===== config.mk =====
export PLATFORM = sky130hd
export DESIGN_NAME = i2c_target_regs
export DESIGN_NICKNAME = d
export VERILOG_FILES = /design/src/rtl/i2c_pkg.sv /design/src/rtl/i2c_sync_edge.sv /design/src/rtl/i2c_target_regs.sv
export SDC_FILE = /design/constraint.sdc
export NUM_CORES = 1
export LEC_CHECK = 0
export BUFFER_PORTS_ARGS = -buffer_cell sky130_fd_sc_hd__buf_2
export CORE_UTILIZATION = 34
export DETAILED_ROUTE_END_ITERATION = 6
export REMOVE_ABC_BUFFERS = 1
export SLEW_MARGIN = 20
export SYNTH_ARGS = -nofsm -noshare
export SYNTH_HDL_FRONTEND = slang
export SYNTH_SLANG_ARGS = --single-unit

===== constraint.sdc =====
create_clock -name sys_clk -period 2.32 [get_ports sys_clk]
set_clock_uncertainty 0.15 [all_clocks]
set_input_delay 0.232 -clock sys_clk [delete_from_list [all_inputs] [get_ports sys_clk]]
set_output_delay 0.232 -clock sys_clk [all_outputs]
set_load 0.02 [all_outputs]

===== src/rtl/i2c_pkg.sv =====
// Shared constants for the I2C register target: FSM encodings, bus levels, counter widths.
package i2c_pkg;

    localparam int unsigned BITCNT_W = 3;
    localparam int unsigned STATE_W  = 4;

    localparam logic [STATE_W-1:0] ST_IDLE       = 4'd0;
    localparam logic [STATE_W-1:0] ST_ADDR       = 4'd1;
    localparam logic [STATE_W-1:0] ST_ADDR_ACK   = 4'd2;
    localparam logic [STATE_W-1:0] ST_PTR        = 4'd3;
    localparam logic [STATE_W-1:0] ST_PTR_ACK    = 4'd4;
    localparam logic [STATE_W-1:0] ST_WDATA      = 4'd5;
    localparam logic [STATE_W-1:0] ST_WDATA_ACK  = 4'd6;
    localparam logic [STATE_W-1:0] ST_RDATA      = 4'd7;
    localparam logic [STATE_W-1:0] ST_RDATA_MACK = 4'd8;
    localparam logic [STATE_W-1:0] ST_WAIT_STOP  = 4'd9;

    localparam logic ACK  = 1'b0;
    localparam logic NACK = 1'b1;

endpackage


===== src/rtl/i2c_sync_edge.sv =====
// Two-flop synchronizer for an asynchronous bus line plus registered rise/fall pulses.
// Level output is delayed to stay aligned with the pulses; resets to the idle-bus level 1.
module i2c_sync_edge (
    input  logic clk,
    input  logic rst_n,
    input  logic d_i,
    output logic level_o,
    output logic rise_o,
    output logic fall_o
);

    logic meta_q;
    logic sync_q;
    logic prev_q;
    logic rise_q;
    logic fall_q;

    always_ff @(posedge clk or negedge rst_n) begin
        if (!rst_n) begin
            meta_q <= 1'b1;
            sync_q <= 1'b1;
            prev_q <= 1'b1;
            rise_q <= 1'b0;
            fall_q <= 1'b0;
        end else begin
            meta_q <= d_i;
            sync_q <= meta_q;
            prev_q <= sync_q;
            rise_q <= sync_q & ~prev_q;
            fall_q <= ~sync_q & prev_q;
        end
    end

    assign level_o = prev_q;
    assign rise_o  = rise_q;
    assign fall_o  = fall_q;

endmodule


===== src/rtl/i2c_target_regs.sv =====
// I2C target with a byte-wide register bank: pointer write, burst write and burst read
// with auto-increment. SCL/SDA are oversampled on sys_clk; SDA is driven open-drain.
module i2c_target_regs
    import i2c_pkg::*;
#(
    parameter logic [6:0]  ADDR    = 7'd121,
    parameter int unsigned NREGS   = 4,
    parameter logic [7:0]  RST_VAL = 8'h00
) (
    input  logic                       sys_clk,
    input  logic                       sys_rst,
    input  logic                       scl_i,
    input  logic                       sda_i,
    output logic                       sda_oe,
    output logic [8*NREGS-1:0]         regs,
    output logic                       wr_strobe,
    output logic [$clog2(NREGS)-1:0]   wr_index,
    output logic                       busy
);

    localparam int unsigned IDXW = $clog2(NREGS);

    logic scl_lvl, scl_rise, scl_fall;
    logic sda_lvl, sda_rise, sda_fall;
    logic start_c, stop_c;

    logic [STATE_W-1:0]  state_q,     state_d;
    logic [BITCNT_W-1:0] bitcnt_q,    bitcnt_d;
    logic [7:0]          shift_q,     shift_d;
    logic [IDXW-1:0]     ptr_q,       ptr_d;
    logic                rw_q,        rw_d;
    logic                sda_oe_q,    sda_oe_d;
    logic                busy_q,      busy_d;
    logic                wr_strobe_q, wr_strobe_d;
    logic [IDXW-1:0]     wr_index_q,  wr_index_d;
    logic [8*NREGS-1:0]  regs_q,      regs_d;

    logic [7:0]          byte_in;
    logic [7:0]          rd_byte;
    logic [IDXW-1:0]     nxt_ptr;

    i2c_sync_edge u_scl (
        .clk     (sys_clk),
        .rst_n   (sys_rst),
        .d_i     (scl_i),
        .level_o (scl_lvl),
        .rise_o  (scl_rise),
        .fall_o  (scl_fall)
    );

    i2c_sync_edge u_sda (
        .clk     (sys_clk),
        .rst_n   (sys_rst),
        .d_i     (sda_i),
        .level_o (sda_lvl),
        .rise_o  (sda_rise),
        .fall_o  (sda_fall)
    );

    assign start_c = sda_fall & scl_lvl;
    assign stop_c  = sda_rise & scl_lvl;

    always_ff @(posedge sys_clk or negedge sys_rst) begin
        if (!sys_rst) begin
            state_q     <= ST_IDLE;
            bitcnt_q    <= '0;
            shift_q     <= '0;
            ptr_q       <= '0;
            rw_q        <= 1'b0;
            sda_oe_q    <= 1'b0;
            busy_q      <= 1'b0;
            wr_strobe_q <= 1'b0;
            wr_index_q  <= '0;
            regs_q      <= {NREGS{RST_VAL}};
        end else begin
            state_q     <= state_d;
            bitcnt_q    <= bitcnt_d;
            shift_q     <= shift_d;
            ptr_q       <= ptr_d;
            rw_q        <= rw_d;
            sda_oe_q    <= sda_oe_d;
            busy_q      <= busy_d;
            wr_strobe_q <= wr_strobe_d;
            wr_index_q  <= wr_index_d;
            regs_q      <= regs_d;
        end
    end

    // Bus events: START/STOP override any bit action in the same cycle.
    always_comb begin
        state_d     = state_q;
        bitcnt_d    = bitcnt_q;
        shift_d     = shift_q;
        ptr_d       = ptr_q;
        rw_d        = rw_q;
        sda_oe_d    = sda_oe_q;
        busy_d      = busy_q;
        wr_strobe_d = 1'b0;
        wr_index_d  = wr_index_q;
        regs_d      = regs_q;
        byte_in     = {shift_q[6:0], sda_lvl};
        rd_byte     = regs_q[{ptr_q, 3'b000} +: 8];
        nxt_ptr     = ptr_q + IDXW'(1);

        if (start_c) begin
            state_d  = ST_ADDR;
            bitcnt_d = '0;
            sda_oe_d = 1'b0;
        end else if (stop_c) begin
            state_d  = ST_IDLE;
            bitcnt_d = '0;
            sda_oe_d = 1'b0;
            busy_d   = 1'b0;
        end else begin
            case (state_q)
                ST_ADDR: begin
                    if (scl_rise) begin
                        shift_d  = byte_in;
                        bitcnt_d = bitcnt_q + BITCNT_W'(1);
                        if (bitcnt_q == BITCNT_W'(7)) begin
                            bitcnt_d = '0;
                            if (byte_in[7:1] == ADDR) begin
                                rw_d    = byte_in[0];
                                state_d = ST_ADDR_ACK;
                            end else begin
                                state_d  = ST_WAIT_STOP;
                                sda_oe_d = 1'b0;
                                busy_d   = 1'b0;
                            end
                        end
                    end
                end
                // bitcnt 0: waiting for the fall that opens the ACK slot; 1: ACK being driven.
                ST_ADDR_ACK, ST_PTR_ACK, ST_WDATA_ACK: begin
                    if (scl_fall) begin
                        if (bitcnt_q == '0) begin
                            sda_oe_d = 1'b1;
                            busy_d   = 1'b1;
                            bitcnt_d = BITCNT_W'(1);
                        end else begin
                            bitcnt_d = '0;
                            sda_oe_d = 1'b0;
                            if (state_q == ST_ADDR_ACK && rw_q) begin
                                shift_d  = rd_byte;
                                sda_oe_d = ~rd_byte[7];
                                state_d  = ST_RDATA;
                            end else if (state_q == ST_ADDR_ACK) begin
                                state_d = ST_PTR;
                            end else begin
                                state_d = ST_WDATA;
                            end
                        end
                    end
                end
                ST_PTR: begin
                    if (scl_rise) begin
                        shift_d  = byte_in;
                        bitcnt_d = bitcnt_q + BITCNT_W'(1);
                        if (bitcnt_q == BITCNT_W'(7)) begin
                            bitcnt_d = '0;
                            ptr_d    = byte_in[IDXW-1:0];
                            state_d  = ST_PTR_ACK;
                        end
                    end
                end
                ST_WDATA: begin
                    if (scl_rise) begin
                        shift_d  = byte_in;
                        bitcnt_d = bitcnt_q + BITCNT_W'(1);
                        if (bitcnt_q == BITCNT_W'(7)) begin
                            bitcnt_d                       = '0;
                            regs_d[{ptr_q, 3'b000} +: 8] = byte_in;
                            wr_strobe_d                    = 1'b1;
                            wr_index_d                     = ptr_q;
                            ptr_d                          = nxt_ptr;
                            state_d                        = ST_WDATA_ACK;
                        end
                    end
                end
                // Shift register rotates; bit 6 is the next bit to present after each fall.
                ST_RDATA: begin
                    if (scl_fall) begin
                        if (bitcnt_q == BITCNT_W'(7)) begin
                            bitcnt_d = '0;
                            sda_oe_d = 1'b0;
                            state_d  = ST_RDATA_MACK;
                        end else begin
                            shift_d  = {shift_q[6:0], shift_q[7]};
                            sda_oe_d = ~shift_q[6];
                            bitcnt_d = bitcnt_q + BITCNT_W'(1);
                        end
                    end
                end
                ST_RDATA_MACK: begin
                    if (scl_rise && bitcnt_q == '0) begin
                        if (sda_lvl == ACK) begin
                            ptr_d    = nxt_ptr;
                            bitcnt_d = BITCNT_W'(1);
                        end else begin
                            state_d = ST_WAIT_STOP;
                            busy_d  = 1'b0;
                        end
                    end else if (scl_fall && bitcnt_q == BITCNT_W'(1)) begin
                        bitcnt_d = '0;
                        shift_d  = rd_byte;
                        sda_oe_d = ~rd_byte[7];
                        state_d  = ST_RDATA;
                    end
                end
                default: begin
                end
            endcase
        end
    end

    assign sda_oe    = sda_oe_q;
    assign busy      = busy_q;
    assign wr_strobe = wr_strobe_q;
    assign wr_index  = wr_index_q;
    assign regs      = regs_q;

endmodule


After elaboration in Yosys (flattened, before gate mapping)
Index checks and enable logic that the tools add are counted.
{"block": "classes", "n_reduce_logical": 20, "n_eq_ne": 49, "shifts": 3, "muxes": 71, "n_bitwise": 14, "add_sub_neg": 3}
{"operator": "$mux W4", "count": 16}
{"operator": "$mux W8", "count": 8}
{"operator": "$mux W3", "count": 11}
{"operator": "$bwmux W32", "count": 1}
{"operator": "$ne A4 B4 Y1 const B", "count": 8}
{"operator": "$pmux W8 S4", "count": 1}
{"operator": "$shift A8 B7 Y32 const A", "count": 1}
{"operator": "$shiftx A32 B6 Y8", "count": 1}
{"operator": "$shiftx A8 B7 Y32", "count": 1}
{"operator": "$pmux W4 S6", "count": 1}
{"operator": "$mux W1", "count": 23}
{"operator": "$ne A4 B3 Y1 const B", "count": 5}
{"operator": "$ne A2 B2 Y1 const B", "count": 9}
{"operator": "$reduce_and A9 Y1", "count": 2}
{"operator": "$eq A4 B3 Y1 const B", "count": 4}
{"operator": "$reduce_and A13 Y1", "count": 1}
{"operator": "$mux W2", "count": 6}
{"operator": "$ne A3 B3 Y1 const B", "count": 4}
{"operator": "$pmux W3 S4", "count": 1}
{"operator": "$reduce_and A6 Y1", "count": 2}
{"operator": "$reduce_bool A6 Y1", "count": 2}
{"operator": "$reduce_and A11 Y1", "count": 1}
{"operator": "$ne A2 B1 Y1 const B", "count": 5}
{"operator": "$ne A5 B5 Y1 const B", "count": 2}
{"operator": "25 further kinds", "count": 44}
{"block": "word_totals", "regBits": 65, "out_inout_bits": 37, "elab_cells": 180, "in_bits": 4}

Logic depth before layout (Yosys ltp)
{"block": "logic_depth", "word_depth": 8, "ltp_mapped": 8, "mapped_depth_nobuf": 7}

By module
Synthesis repeated with hierarchy kept, for this count alone.
{"block": "unflattened", "hier_cells": 350, "hier_area_um2": 3530.9}
{"mod": "i2c_target_regs", "seq_area_each_um2": 1376.3, "cells_each": 336, "instances": 1, "area_each_um2": 3243.1}
{"mod": "i2c_sync_edge", "seq_area_each_um2": 128.9, "cells_each": 7, "instances": 2, "area_each_um2": 143.9}

Worst setup path after synthesis
OpenSTA, ideal clock, no wires.
{"block": "synth_path", "path_type": "register -> register", "from": "register ptr_q[0]", "to": "register regs_q[6], in the netlist regs[6]", "setup_ps": 83, "period_less_slack_ps": 2366, "path_slack_ps": -46, "path_stages_with_launch": 8, "t_required_ps": 2087, "n_path_buf": 2, "arrival_time_ps": 2134, "cell_sequence": "dfrtp_1 clkbuf_1 buf_2 inv_1 ha_1 nor3b_1 nand2_1 o21ai_0"}
{"block": "synth_via", "elab_chain_len": 3, "elab_cells_between_ends": 4, "classes_between": "add/sub (1); shift (2); mux (1)"}
{"element": "start, declared", "line": "i2c_target_regs.sv:30", "text": "logic [IDXW-1:0] ptr_q, ptr_d;"}
{"element": "start signal, assigned", "line": "i2c_target_regs.sv:79", "text": "ptr_q <= ptr_d;"}
{"element": "$neg A5 Y7 *", "line": "i2c_target_regs.sv:172", "text": "regs_d[{ptr_q, 3'b000} +: 8] = byte_in;"}
{"element": "$shiftx A8 B7 Y32 / $shift A8 B7 Y32 (equally long branches)", "line": "i2c_target_regs.sv:172"}
{"element": "$bwmux W32 *", "line": "i2c_target_regs.sv:172"}
{"element": "end signal, assigned", "line": "i2c_target_regs.sv:74", "text": "regs_q <= {NREGS{RST_VAL}};"}
{"element": "end signal, assigned", "line": "i2c_target_regs.sv:85", "text": "regs_q <= regs_d;"}
{"element": "end, declared", "line": "i2c_target_regs.sv:36", "text": "logic [8*NREGS-1:0] regs_q, regs_d;"}
Every way passes the cells marked *; elsewhere a longest branch is shown, timed or not.
A chain may end at the register's enable or synchronous reset.

Worst setup path in the final report
{"block": "layout_path", "from": "register state_q[0]", "to": "register shift_q[6]"}
{"block": "layout_via", "elab_chain_len": 4, "elab_cells_between_ends": 22, "classes_between": "eq/ne (16); mux (1); reduce/logical (5)"}
{"element": "start, declared", "line": "i2c_target_regs.sv:27", "text": "logic [STATE_W-1:0] state_q, state_d;"}
{"element": "start signal, assigned", "line": "i2c_target_regs.sv:76", "text": "state_q <= state_d;"}
{"element": "$eq A4 B2 Y1 (tied with other cells)", "line": "i2c_target_regs.sv:115, i2c_target_regs.sv:143"}
{"element": "$reduce_or A3 Y1 (tied with other cells)", "line": "i2c_target_regs.sv:115", "text": "case (state_q)"}
{"element": "$ne A2 B1 Y1 (no line) (tied with other cells)"}
{"element": "$reduce_and A11 Y1 (no line)"}
{"element": "end signal, assigned", "line": "i2c_target_regs.sv:78", "text": "shift_q <= shift_d;"}
{"element": "end, declared", "line": "i2c_target_regs.sv:29", "text": "logic [7:0] shift_q, shift_d;"}
Parallel ways exist; a longest one is shown, timed or not.

==> results.md <==
- Final Cycle Share: 98.7%
- Htree depth: 3
- Vias: 3069
- Number of diodes: 0
- Layout Nets: 477
- Area Overhead vs Synth: 35.7%
- Hold_ws: 0.207 ns
- Die area: 0.0106 mm²
- Global route total overflow: 0
- GRT Total Usage: 20.0%
- Required @ worst endpoint: 2.39 ns
- Startpoint types: register
- Number of global-route vias before repair: 3146
- Slowest-stage cell, CP: or4b_4
- Row cnt: 36
- Clk sinks: 65
- Worst setup path class: register to register
- CTS tree: yes
- Share of layout cells above drive strength 1: 37.1%
- Count of final setup violators: 0
- Max-cap violations: 0
- R2r setup slk: 0.03 ns
- First-pass GRT wire length: 15.7 mm
- Clk_lat worst skew: 0.35 ns
- Most frequent cells in the layout: nand2_1, buf_4, dfrtp_1
- Final hold violation count: 0
- Die Wd: 103 µm
- Reg clk slew, reported paths: 0.08 ns
- Vias/cell: 5.10
- Starting Density: 35.2%
- Sequential share of power: 39.5%
- DR WL/cell: 16.4 µm
- Number of port buffers: 40
- Die Ht: 103 µm
- GP Congestion: 0.909
- Dominant synthesized flop cell: dfrtp_1
- Mapped Cells: 361
- 1st-iter DRT viols: 122
- Worst VDD drop: 0.413 mV
- Relative slew slack: 56.2%
- Synth warnings: 0
- Syn avg cell area: 9.57 µm²
- Pwr Density: 756 mW/mm²
- Design Power: 0.00354 W
- Worst-Margin Slew: 0.650 ns
- Switch Pwr: 0.00121 W
- Leak: 2.15 nW
- Commonest non-fill, non-tap cell in the layout: nand2_1
- Synth cell types: 54
- Fmax: 437 MHz
- Total Wirelength: 9.88 mm
- Drt first pass iters: 4
- Arrival time worst endpoint: 2.36 ns
- DP Wirelength: 6.74 mm
- Met1 WL: 4.58 mm
- Status: complete, no violations
- Crit-path cells: or4b_4 -> buf_4 -> a41o_1 -> nor3b_4 -> buf_12 -> mux2_1
- Post-synth EDFFs: 0
- Combinational power share: 34.9%
- CP max FO: 8
- FFs w/ async S/R, synth: 100%
- DRC: 0
- Cts bufs inserted: 9
- Seq/Total Area, Yosys: 47.3%
- ANT nets after route: 0
- Core ar.: 0.00982 mm²
- Crit path largest cell delay: 0.55 ns
- Sw Share: 34.0%
- Routed wl met3: 344 µm
- Seq cells post-synth: 65
- Initial antenna violation count: 0
- Largest net degree at the start of global routing: 46
- Fin area: 0.00469 mm²
- Highest metal used: met4
- DP Area: 0.00408 mm²
- Mapped cell area: 0.00346 mm²
- Clock power frac: 25.6%
- Final Max Slew Viols: 0
- Ports: 41
- Layout fillers: 967
- Internal power: 0.00234 W
- Critical path capture point type: register
- DR WL met2: 4.70 mm
- Minimum clock period: 2.29 ns
- Clock root buffer: clkbuf_8
- Max clock buf depth: 2
- Hold Path Class: register to register
## through the flow
| step | util, % | setup WS, ns | cells | TNS, ns |
|---|---|---|---|---|
| 6_report | 47.8 | 0.0302 | 602 | 0 |
| 5_1_grt | 47.8 | -0.0776 | 602 | -1.36 |
| 4_1_cts | 44.8 | 0.00728 | 587 | 0 |
| 3_5_place_dp | 41.6 | -0.0373 | 559 | -0.257 |
| 3_3_place_gp | 41.6 | -0.0818 | 559 | -0.173 |
| 2_1_floorplan | - | -0.0321 | 344 | -0.0469 |
## worst paths after layout
path                         startpoint            to  cells after the start
min                        u_scl.meta_q  u_scl.sync_q                      0
min in group asynchronous       sys_rst    state_q[1]                      2
max                          state_q[0]    shift_q[6]                      6
max reg2reg                  state_q[0]    shift_q[6]                      6
min reg2reg                u_scl.meta_q  u_scl.sync_q                      0
max in group asynchronous       sys_rst  u_scl.meta_q                      3
## cell type report
| type | instances | area [µm²] | share of cell area (%) |
|---|---|---|---|
| multi-input combinational | 269 | 1870 | 39.9 |
| clock buffer | 14 | 173 | 3.68 |
| sequential | 65 | 1640 | 35.0 |
| inverter | 10 | 37.5 | 0.800 |
| clock inverter | 2 | 12.5 | 0.267 |
| timing repair buffer | 109 | 790 | 16.8 |
| tap | 133 | 166 | 3.55 |
## Yosys cell counts (2+ instances only)
library cell,n,area (µm²)
o21a_1,2,15.0
mux4_2,8,180
buf_2,3,15.0
a211oi_1,5,37.5
o31ai_1,4,30.0
nor3_1,4,20.0
nor2_1,10,37.5
nand3b_1,2,15.0
o21ai_0,40,200
a2111oi_0,2,17.5
nor2b_1,6,37.5
dfrtp_1,59,1480
and2_1,2,12.5
mux2_1,8,90.1
a31oi_1,3,18.8
ha_1,9,113
dfstp_2,6,158
a211o_1,3,26.3
o22ai_1,2,12.5
mux2_2,4,45.0
a32oi_1,2,17.5
a21oi_1,6,30.0
o21ai_1,4,20.0
nand2_1,102,383
inv_1,10,37.5
nor3b_1,5,37.5
mux2i_1,5,50.1
nand2b_1,6,37.5
or4_1,2,15.0
clkbuf_1,13,48.8
## routing by layer
| layer | up-vias | global-route usage, % |
|---|---|---|
| met1 | 1506 | 25.8 |
| met4 | 0 | 7.80 |
| li1 | 1479 | - |
| met5 | - | 0 |
| met3 | 25 | 4.47 |
| met2 | 59 | 32.7 |
## what timing repair did
item,in CTS,in global routing
hold buffers,3,0
setup buffers,9,15
endpoints found under the setup margin,11,48
hold endpoints to repair,20,0
resized for setup,8,39
pin swaps,2,10
## flip-flops by register name, summed over array words and instances (netlist names), 2 cells and up
signal    cells
bitcnt_q      3
shift_q       8
regs         32
state_q       4
ptr_q         2
wr_index      2
## power by group through the flow
stage	Sequential, W	Combinational [W]	Clock (W)
2_1_floorplan	0.00141	0.000500	0
3_3_place_gp	0.00142	0.000915	0
3_5_place_dp	0.00142	0.000925	0
4_1_cts	0.00140	0.00101	0.000929
5_1_grt	0.00142	0.00134	0.000990
6_report	0.00140	0.00124	0.000909
## cells by family (layout without fill, tap and decap cells)
group,Yosys count,after routing,share of synthesized area (%)
DFF,65,65,47.3
muxes,25,25,10.6
AOI/OAI and AO/OA,84,84,15.2
adders and majority gates,9,9,3.26
buffers and inverters,27,135,3.04
and+or+nand+nor,151,151,20.6
## critical path, delay by kind of cell (launching register included)
kind,cells,cell delay [ns]
AO/OA/AOI/OAI,1,0.24
buffers and inverters,2,0.31
multiplexers,1,0.30
flip-flops,1,0.44
AND/OR/NAND/NOR,2,0.72
Note: power is estimated with default switching activity, not from simulation.
